## src/rtl/systolic_output_collector_pkg.sv

```systemverilog
// -----------------------------------------------------------------------------
// systolic_pkg
// Shared types for the systolic array drain side: operation encodings, the
// output collector FSM state enum and the default partial-sum width.
// -----------------------------------------------------------------------------
package systolic_pkg;

    localparam int ACC_WIDTH_DEF = 20;

    typedef enum logic {
        CONV = 1'b0,
        MUL  = 1'b1
    } op_t;

    typedef enum logic [1:0] {
        IDLE    = 2'd0,
        COLLECT = 2'd1,
        DONE    = 2'd2
    } coll_state_t;

    typedef logic signed [ACC_WIDTH_DEF-1:0] psum_t;

endpackage

```

## src/rtl/valid_skew_line.sv

```systemverilog
// -----------------------------------------------------------------------------
// valid_skew_line
// Delay line for the row-valid of the systolic array drain. Column c of the
// array delivers a row c cycles after column 0, so col_v[c] is in_v delayed
// by c cycles. WIDTH-1 register stages, synchronous clear.
//
// Ports:
//   clk    clock
//   rst    synchronous active-high reset
//   clr    synchronous flush of all stages
//   in_v   valid for column 0 (undelayed)
//   col_v  per-column valid, col_v[0] = in_v
// -----------------------------------------------------------------------------
module valid_skew_line #(
    parameter int WIDTH = 8
) (
    input  logic             clk,
    input  logic             rst,
    input  logic             clr,
    input  logic             in_v,
    output logic [WIDTH-1:0] col_v
);

    generate
        if (WIDTH > 1) begin : g_line
            logic [WIDTH-2:0] vld_pipe;

            always_ff @(posedge clk) begin
                if (rst || clr) begin
                    vld_pipe <= '0;
                end else begin
                    vld_pipe <= (vld_pipe << 1) | (WIDTH-1)'(in_v);
                end
            end

            assign col_v = {vld_pipe, in_v};
        end else begin : g_none
            assign col_v = in_v;
        end
    endgenerate

endmodule

```

## src/rtl/systolic_output_collector.sv

```systemverilog
// -----------------------------------------------------------------------------
// systolic_output_collector
// De-skews the partial-sum stream leaving the bottom edge of the systolic
// array into a HEIGHT x WIDTH ofmap register file. Column c of a row arrives
// c cycles after column 0; each column keeps its own row counter and writes
// its beat to ofmap_o[row_cnt[c]][c]. ofmap_ov pulses once the last column
// has written the last output row.
//
// Build option: define RELU_EN to clamp negative partial sums to zero on
// the write path (no added latency).
//
// Ports:
//   clk, rst          clock, synchronous active-high reset
//   layer_info_valid  layer dimensions below are valid
//   ifmap_height_i    ifmap rows
//   ifmap_width_i     ifmap vector length
//   weight_height_i   kernel size (CONV) / weight rows (MUL)
//   op_i              0 = CONV, 1 = MUL
//   collect_en        start request pulse
//   psum_iv           valid for column 0 of the current output row
//   psum_id           skewed array bottom-edge outputs
//   busy_o            high while collecting
//   cfg_err_o         pulse: start rejected, an output dimension is zero
//   ofmap_ov          pulse: capture complete
//   ofmap_o           captured ofmap, held until the next accepted start
// -----------------------------------------------------------------------------
module systolic_output_collector
    import systolic_pkg::*;
#(
    parameter int DATA_WIDTH = 8,
    parameter int HEIGHT     = 8,
    parameter int WIDTH      = 8,
    parameter int ACC_WIDTH  = ACC_WIDTH_DEF,
    parameter int HEIGHT_W   = $clog2(HEIGHT)
) (
    input  logic                                  clk,
    input  logic                                  rst,
    input  logic                                  layer_info_valid,
    input  logic [HEIGHT_W:0]                     ifmap_height_i,
    input  logic [HEIGHT_W:0]                     ifmap_width_i,
    input  logic [HEIGHT_W:0]                     weight_height_i,
    input  logic                                  op_i,
    input  logic                                  collect_en,
    input  logic                                  psum_iv,
    input  logic [WIDTH-1:0][ACC_WIDTH-1:0]       psum_id,
    output logic                                  busy_o,
    output logic                                  cfg_err_o,
    output logic                                  ofmap_ov,
    output logic [HEIGHT-1:0][WIDTH-1:0][ACC_WIDTH-1:0] ofmap_o
);

    // A product of two elements must fit the accumulator.
    generate
        if (ACC_WIDTH < 2 * DATA_WIDTH) begin : g_bad_acc
            $error("ACC_WIDTH too narrow for DATA_WIDTH products");
        end
    endgenerate

    localparam int DW = HEIGHT_W + 1;   // dimension / row counter width

    coll_state_t                       state_q, state_d;
    logic [DW-1:0]                     out_rows_q, out_cols_q;
    logic [DW-1:0]                     rows_n, cols_n;
    logic signed [HEIGHT_W+1:0]        rows_s, cols_s;
    logic [WIDTH-1:0][DW-1:0]          row_cnt_q;
    logic [HEIGHT-1:0][WIDTH-1:0][ACC_WIDTH-1:0] ofmap_q;
    logic [WIDTH-1:0]                  col_v;
    logic [WIDTH-1:0]                  wr_en;
    logic                              busy;
    logic                              start_req, start_ok, start_bad;
    logic                              last_wr;
    logic                              cfg_err_q;

    // Non-positive dimensions count as zero. Results beyond the register
    // file are clamped so a completion can always be reached.
    function automatic logic [DW-1:0] clamp_dim(input logic signed [HEIGHT_W+1:0] v,
                                                input int lim);
        if (v <= 0)
            return '0;
        else if (int'(v) > lim)
            return DW'(lim);
        else
            return v[DW-1:0];
    endfunction

    function automatic logic [ACC_WIDTH-1:0] wr_val(input logic [ACC_WIDTH-1:0] p);
`ifdef RELU_EN
        return p[ACC_WIDTH-1] ? '0 : p;
`else
        return p;
`endif
    endfunction

    // Output dimensions from the current layer info.
    always_comb begin
        if (op_t'(op_i) == MUL) begin
            rows_s = $signed({1'b0, ifmap_height_i});
            cols_s = $signed({1'b0, weight_height_i});
        end else begin
            rows_s = $signed({1'b0, ifmap_height_i}) - $signed({1'b0, weight_height_i})
                   + $signed((HEIGHT_W+2)'(1));
            cols_s = $signed({1'b0, ifmap_width_i}) - $signed({1'b0, weight_height_i})
                   + $signed((HEIGHT_W+2)'(1));
        end
        rows_n = clamp_dim(rows_s, HEIGHT);
        cols_n = clamp_dim(cols_s, WIDTH);
    end

    assign busy      = (state_q == COLLECT);
    assign start_req = collect_en && layer_info_valid && (state_q == IDLE);
    assign start_ok  = start_req && (rows_n != '0) && (cols_n != '0);
    assign start_bad = start_req && !start_ok;

    // Beats outside COLLECT never enter the line; a start flushes it so a
    // beat in the start cycle is not captured.
    valid_skew_line #(
        .WIDTH (WIDTH)
    ) u_skew (
        .clk   (clk),
        .rst   (rst),
        .clr   (start_ok),
        .in_v  (psum_iv && busy),
        .col_v (col_v)
    );

    // Per-column write enables; a column stops once it holds out_rows rows.
    always_comb begin
        wr_en   = '0;
        last_wr = 1'b0;
        for (int c = 0; c < WIDTH; c++) begin
            if (busy && col_v[c] && (c < int'(out_cols_q)) && (row_cnt_q[c] < out_rows_q)) begin
                wr_en[c] = 1'b1;
                if ((c == int'(out_cols_q) - 1) && (row_cnt_q[c] == out_rows_q - DW'(1)))
                    last_wr = 1'b1;
            end
        end
    end

    always_ff @(posedge clk) begin
        if (rst)
            state_q <= IDLE;
        else
            state_q <= state_d;
    end

    always_comb begin
        state_d = state_q;
        case (state_q)
            IDLE:    if (start_ok) state_d = COLLECT;
            COLLECT: if (last_wr)  state_d = DONE;
            DONE:    state_d = IDLE;
            default: state_d = IDLE;
        endcase
    end

    always_ff @(posedge clk) begin
        if (rst)
            cfg_err_q <= 1'b0;
        else
            cfg_err_q <= start_bad;
    end

    always_ff @(posedge clk) begin
        if (rst) begin
            out_rows_q <= '0;
            out_cols_q <= '0;
            row_cnt_q  <= '0;
            ofmap_q    <= '0;
        end else if (start_ok) begin
            out_rows_q <= rows_n;
            out_cols_q <= cols_n;
            row_cnt_q  <= '0;
            ofmap_q    <= '0;
        end else begin
            for (int c = 0; c < WIDTH; c++) begin
                if (wr_en[c]) begin
                    for (int r = 0; r < HEIGHT; r++) begin
                        if (row_cnt_q[c] == DW'(r))
                            ofmap_q[r][c] <= wr_val(psum_id[c]);
                    end
                    row_cnt_q[c] <= row_cnt_q[c] + DW'(1);
                end
            end
        end
    end

    assign busy_o    = busy;
    assign cfg_err_o = cfg_err_q;
    assign ofmap_ov  = (state_q == DONE);
    assign ofmap_o   = ofmap_q;

endmodule
```

## config.mk

```make
export PLATFORM = sky130hd
export DESIGN_NAME = systolic_output_collector
export DESIGN_NICKNAME = d
export VERILOG_FILES = /design/src/rtl/systolic_output_collector_pkg.sv /design/src/rtl/valid_skew_line.sv /design/src/rtl/systolic_output_collector.sv
export SDC_FILE = /design/constraint.sdc
export NUM_CORES = 2
export LEC_CHECK = 0
export ABC_AREA = 1
export CORE_AREA = 5 5 566 568
export DETAILED_ROUTE_END_ITERATION = 10
export DIE_AREA = 0 0 571 573
export PLACE_DENSITY_LB_ADDON = 0.05
export SKIP_LAST_GASP = 1
export SLEW_MARGIN = 20
export SYNTH_ARGS = -nofsm -noshare
export SYNTH_HDL_FRONTEND = slang
export SYNTH_HIERARCHICAL = 1
export SYNTH_SLANG_ARGS = --single-unit
```

## constraint.sdc

```tcl
create_clock -name clk -period 6.12 [get_ports clk]
set_input_delay 1.53 -clock clk [delete_from_list [all_inputs] [get_ports clk]]
set_output_delay 1.53 -clock clk [all_outputs]
set_load 0.01 [all_outputs]
```

==> parameters.txt <==
Parameter                              Value

Min path
  Hold path startpoint ... u_skew/g_line.vld_pipe[1]$_SDFF_PP0_
  Hold crit path type ... reg -> reg
  Cell count of the worst hold path ... 2

Die
  Die Wd ... 571 um
  Die area ... 327,000 um^2
  Core Rows ... 206
  Number of top-level design ports ... 1,461
  Y dimension of the die ... 573 um
  Starting utilization of the core area ... 17.1%
  Area of the core ... 314,000 um^2

Yosys
  Number of standard cells after synthesis ... 6,494
  Synthesis-stage register bit count ... 1,330
  XOR/XNOR share of the synthesized area ... 0.130%
  Yosys Warn Count ... 6
  Net count of the mapped netlist ... 6,753
  Main synth FF type ... sky130_fd_sc_hd__dfxtp_1
  Mean instance size in the synthesized netlist ... 8.27 um^2
  Share of the synthesized area in compound gates (AO/OA/AOI/OAI) ... 15.0%
  Main combinational cell family by area after synthesis ... simple AND/OR/NAND/NOR gates
  Fraction of synthesized cell area taken by the top area cell type ... 49.6%
  Biggest area contributors in the synthesized netlist ... sky130_fd_sc_hd__dfxtp_1 (50%), sky130_fd_sc_hd__nand2_1 (10%), sky130_fd_sc_hd__a21oi_1 (9.1%), sky130_fd_sc_hd__or2_2 (7.5%), sky130_fd_sc_hd__a21oi_2 (5.6%)
  Portion of the post-synthesis area used by sequential elements ... 49.6%
  Yosys cell types ... 38
  Library cell occupying the most area in the post-synthesis netlist ... sky130_fd_sc_hd__dfxtp_1
  Netlist area before placement ... 53,700 um^2
  Share of flip-flops with an asynchronous set or reset after synthesis ... 0%
  Multiplexer share of the synthesized area ... 0%
  Simple-Gate Fraction of Synth Area ... 27.0%
  Number of enable-type register cells in the synthesized netlist ... 0
  Adder-Cell Fraction of Synth Area ... 1.91%

Route
  Iteration-0 DRC Markers ... 2,672
  Remaining design rule violation count ... 0
  Number of vias in the routed layout ... 49,251
  Number of vias per cell ... 4.08
  Total wire length after detailed routing ... 300 mm
  Average wire per cell in the routed design ... 24.8 um
  Initial DRT Pass Iterations ... 5
  Number of nets with antenna violations after detailed routing ... 0

Final layout
  Highest-count cells in the layout ignoring fill and taps ... sky130_fd_sc_hd__nand2_1 (1,460), sky130_fd_sc_hd__clkdlybuf4s50_1 (1,460), sky130_fd_sc_hd__dfxtp_1 (1,330)
  Final core utilization ... 25.0%
  FF/Latch Area ... 26,600 um^2
  Layout overhead on the synthesized area ... 46.0%
  Fraction of final layout cells sized beyond drive strength 1 ... 18.2%
  Count of filler cells inserted in the layout ... 33,962
  Multi-input gate area in the final layout ... 23,700 um^2
  Final net count ... 8,016
  Post-Layout Inst Area ... 78,400 um^2

Clock network
  Clock tree from TritonCTS ... done
  Buffer type at the clock tree root ... sky130_fd_sc_hd__clkbuf_16
  Clk_lat worst skew ... 0.83 ns
  Post-CTS setup buffers ... 0
  Clock buffer count from CTS ... 185
  Sink Count ... 1,330
  Maximum number of buffers from clock root to sink ... 4
  H-tree depth ... 4
  Clk pin slew, worst setup/hold paths ... 0.06 ns
  Number of resized instances in the post-cts repair step ... 0
  Cts hold-fix bufs ... 0

Power and ir drop
  Worst IR Drop VDD ... 0.189 mV
  Pwr Density ... 260 nW/um^2
  Reported leakage power ... 0.0248 uW

Placed design
  Dpl cell area ... 72,500 um^2
  Weighted congestion reported at the end of routability-driven placement ... 0.782
  Post-detailed-placement half-perimeter wirelength ... 216 mm
  Port Buffer Count ... 1,460

Worst setup path
  Worst Setup Path Type ... in -> reg
  Required time of the critical path ... 6.82 ns
  Buffer and inverter count on the worst path ... 4
  Slowest cell on the critical path ... sky130_fd_sc_hd__clkdlybuf4s50_1
  Count of cell instances traversed by the critical path ... 14
  Worst Reg2Reg Path Length in Cells ... 12
  Launching instance or port of the critical path ... weight_height_i[2]
  Cell family with most CP delay ... buffers and inverters
  Element type at the critical path end ... register
  Most frequent cell on the critical path ... sky130_fd_sc_hd__buf_12
  Launch instance of the worst register-to-register path ... out_rows_q[3]$_SDFFE_PP0P_
  Arrival time reported for the critical path endpoint ... 5.01 ns
  Maximum single-stage delay on the critical path ... 0.72 ns
  Critical path fanouts, max ... 60
  Element type at the critical path start ... input pin
  Chain of cells forming the critical path ... clkdlybuf4s50_1 -> inv_1 -> ha_1 -> fa_1 -> o21a_1 -> nor2_1 -> nand3_1 -> nand2_1 -> nor2_2 -> nand2_4 -> nand2_8 -> buf_12 -> buf_12 -> a21oi_1

Global route
  Wire length of the first global-routing pass ... 409 mm
  Vias in the first global route ... 47,551
  Total overflow reported by the global router ... 0
  Number of antenna violations at the first check in global routing ... 33
  Maximum number of pins on one net before global-route repair ... 131
  Total Routing Usage GR ... 17.4%

Timing
  Final critical-path share of the clock period ... 70.5%
  Normalized max-slew margin ... 28.6%
  Worst-Margin Slew ... 1.07 ns
  Crit path time final ... 4.32 ns
  Count of pins over their slew limit ... 0
  Setup Viol. Count Final ... 0
  Fmax ... 0.232 GHz
  Final hold vios ... 0
  RSZ-0062 raised after global routing ... false
  Tightest hold margin ... 0.440 ns
  Fin Setup TNS ... 0 ns
  Worst clock skew ... 0.0362 ns

Flow run
  Count of max-cap constraint violations ... 0

Status
  Run status ... finished clean
## routing by layer
layer,up-vias,GRT usage [%],wire (um)
met5,-,0,91
met4,16,4.63,8530
met3,369,6.80,27700
li1,23899,-,-
met2,1420,28.9,139000
met1,23547,20.8,124000
## worst min-delay path: stages (launching register included)
cell and delay [ns]:
sky130_fd_sc_hd__dfxtp_1 0.31, sky130_fd_sc_hd__inv_1 0.06, sky130_fd_sc_hd__nor2_2 0.03
## power breakdown
part	switching, uW	leakage, uW	internal [uW]	total [uW]
Combinational	666	0.0112	234	900
Clock	4400	0.00292	6380	10800
Sequential	9.79	0.0107	8670	8680
## state kept, by name (all words and copies together) (netlist names)
register,count
row_cnt_q,32
state_q,2
cfg_err_o,1
u_skew/g_line.vld_pipe,7
out_cols_q,4
ofmap_o,1280
out_rows_q,4
## final cells by class
class                   instances  share of cell area (%)
diodes                          5                  0.0160
clock buffers                 300                    7.17
clock inverters                28                   0.405
inverters                     256                    1.23
multi-input cells            4392                    30.2
flip-flops and latches       1330                    33.9
well taps                    4160                    6.64
repair buffers               1592                    20.3
## cells in the mapped netlist, types with 48 or more instances
cell,count
sky130_fd_sc_hd__nand4_1,336
sky130_fd_sc_hd__inv_1,244
sky130_fd_sc_hd__buf_6,48
sky130_fd_sc_hd__or2_0,162
sky130_fd_sc_hd__nand3_1,173
sky130_fd_sc_hd__nor2_1,87
sky130_fd_sc_hd__or2_2,648
sky130_fd_sc_hd__buf_2,106
sky130_fd_sc_hd__or2_1,51
sky130_fd_sc_hd__nand2_1,1460
sky130_fd_sc_hd__dfxtp_1,1330
sky130_fd_sc_hd__a21oi_1,976
sky130_fd_sc_hd__ha_1,79
sky130_fd_sc_hd__clkbuf_1,334
sky130_fd_sc_hd__a21oi_2,344
## final timing paths
check	end	slack, ns
max	ofmap_o[7]$_SDFFE_PP0P_	1.80
min	u_skew/g_line.vld_pipe[2]$_SDFF_PP0_	0.44
max reg2reg	ofmap_o[1272]$_SDFFE_PP0P_	2.70
min reg2reg	u_skew/g_line.vld_pipe[2]$_SDFF_PP0_	0.44
## stage by stage
stage,setup WS [ns],std cells,total power [uW]
2_1_floorplan,2.34,6494,9320
3_3_place_gp,0.803,11729,9800
3_5_place_dp,0.828,11729,9790
4_1_cts,1.77,12057,20900
5_1_grt,1.55,12059,21200
6_report,1.80,12063,20400
## cells by family after synthesis
| group | count (synthesis) |
|---|---|
| AOI/OAI and AO/OA | 1349 |
| buffers and inverters | 772 |
| and+or+nand+nor | 2954 |
| adders and majority gates | 81 |
| xor gates and xnor gates | 8 |
| DFF | 1330 |
(Power assumes the default switching activity.)
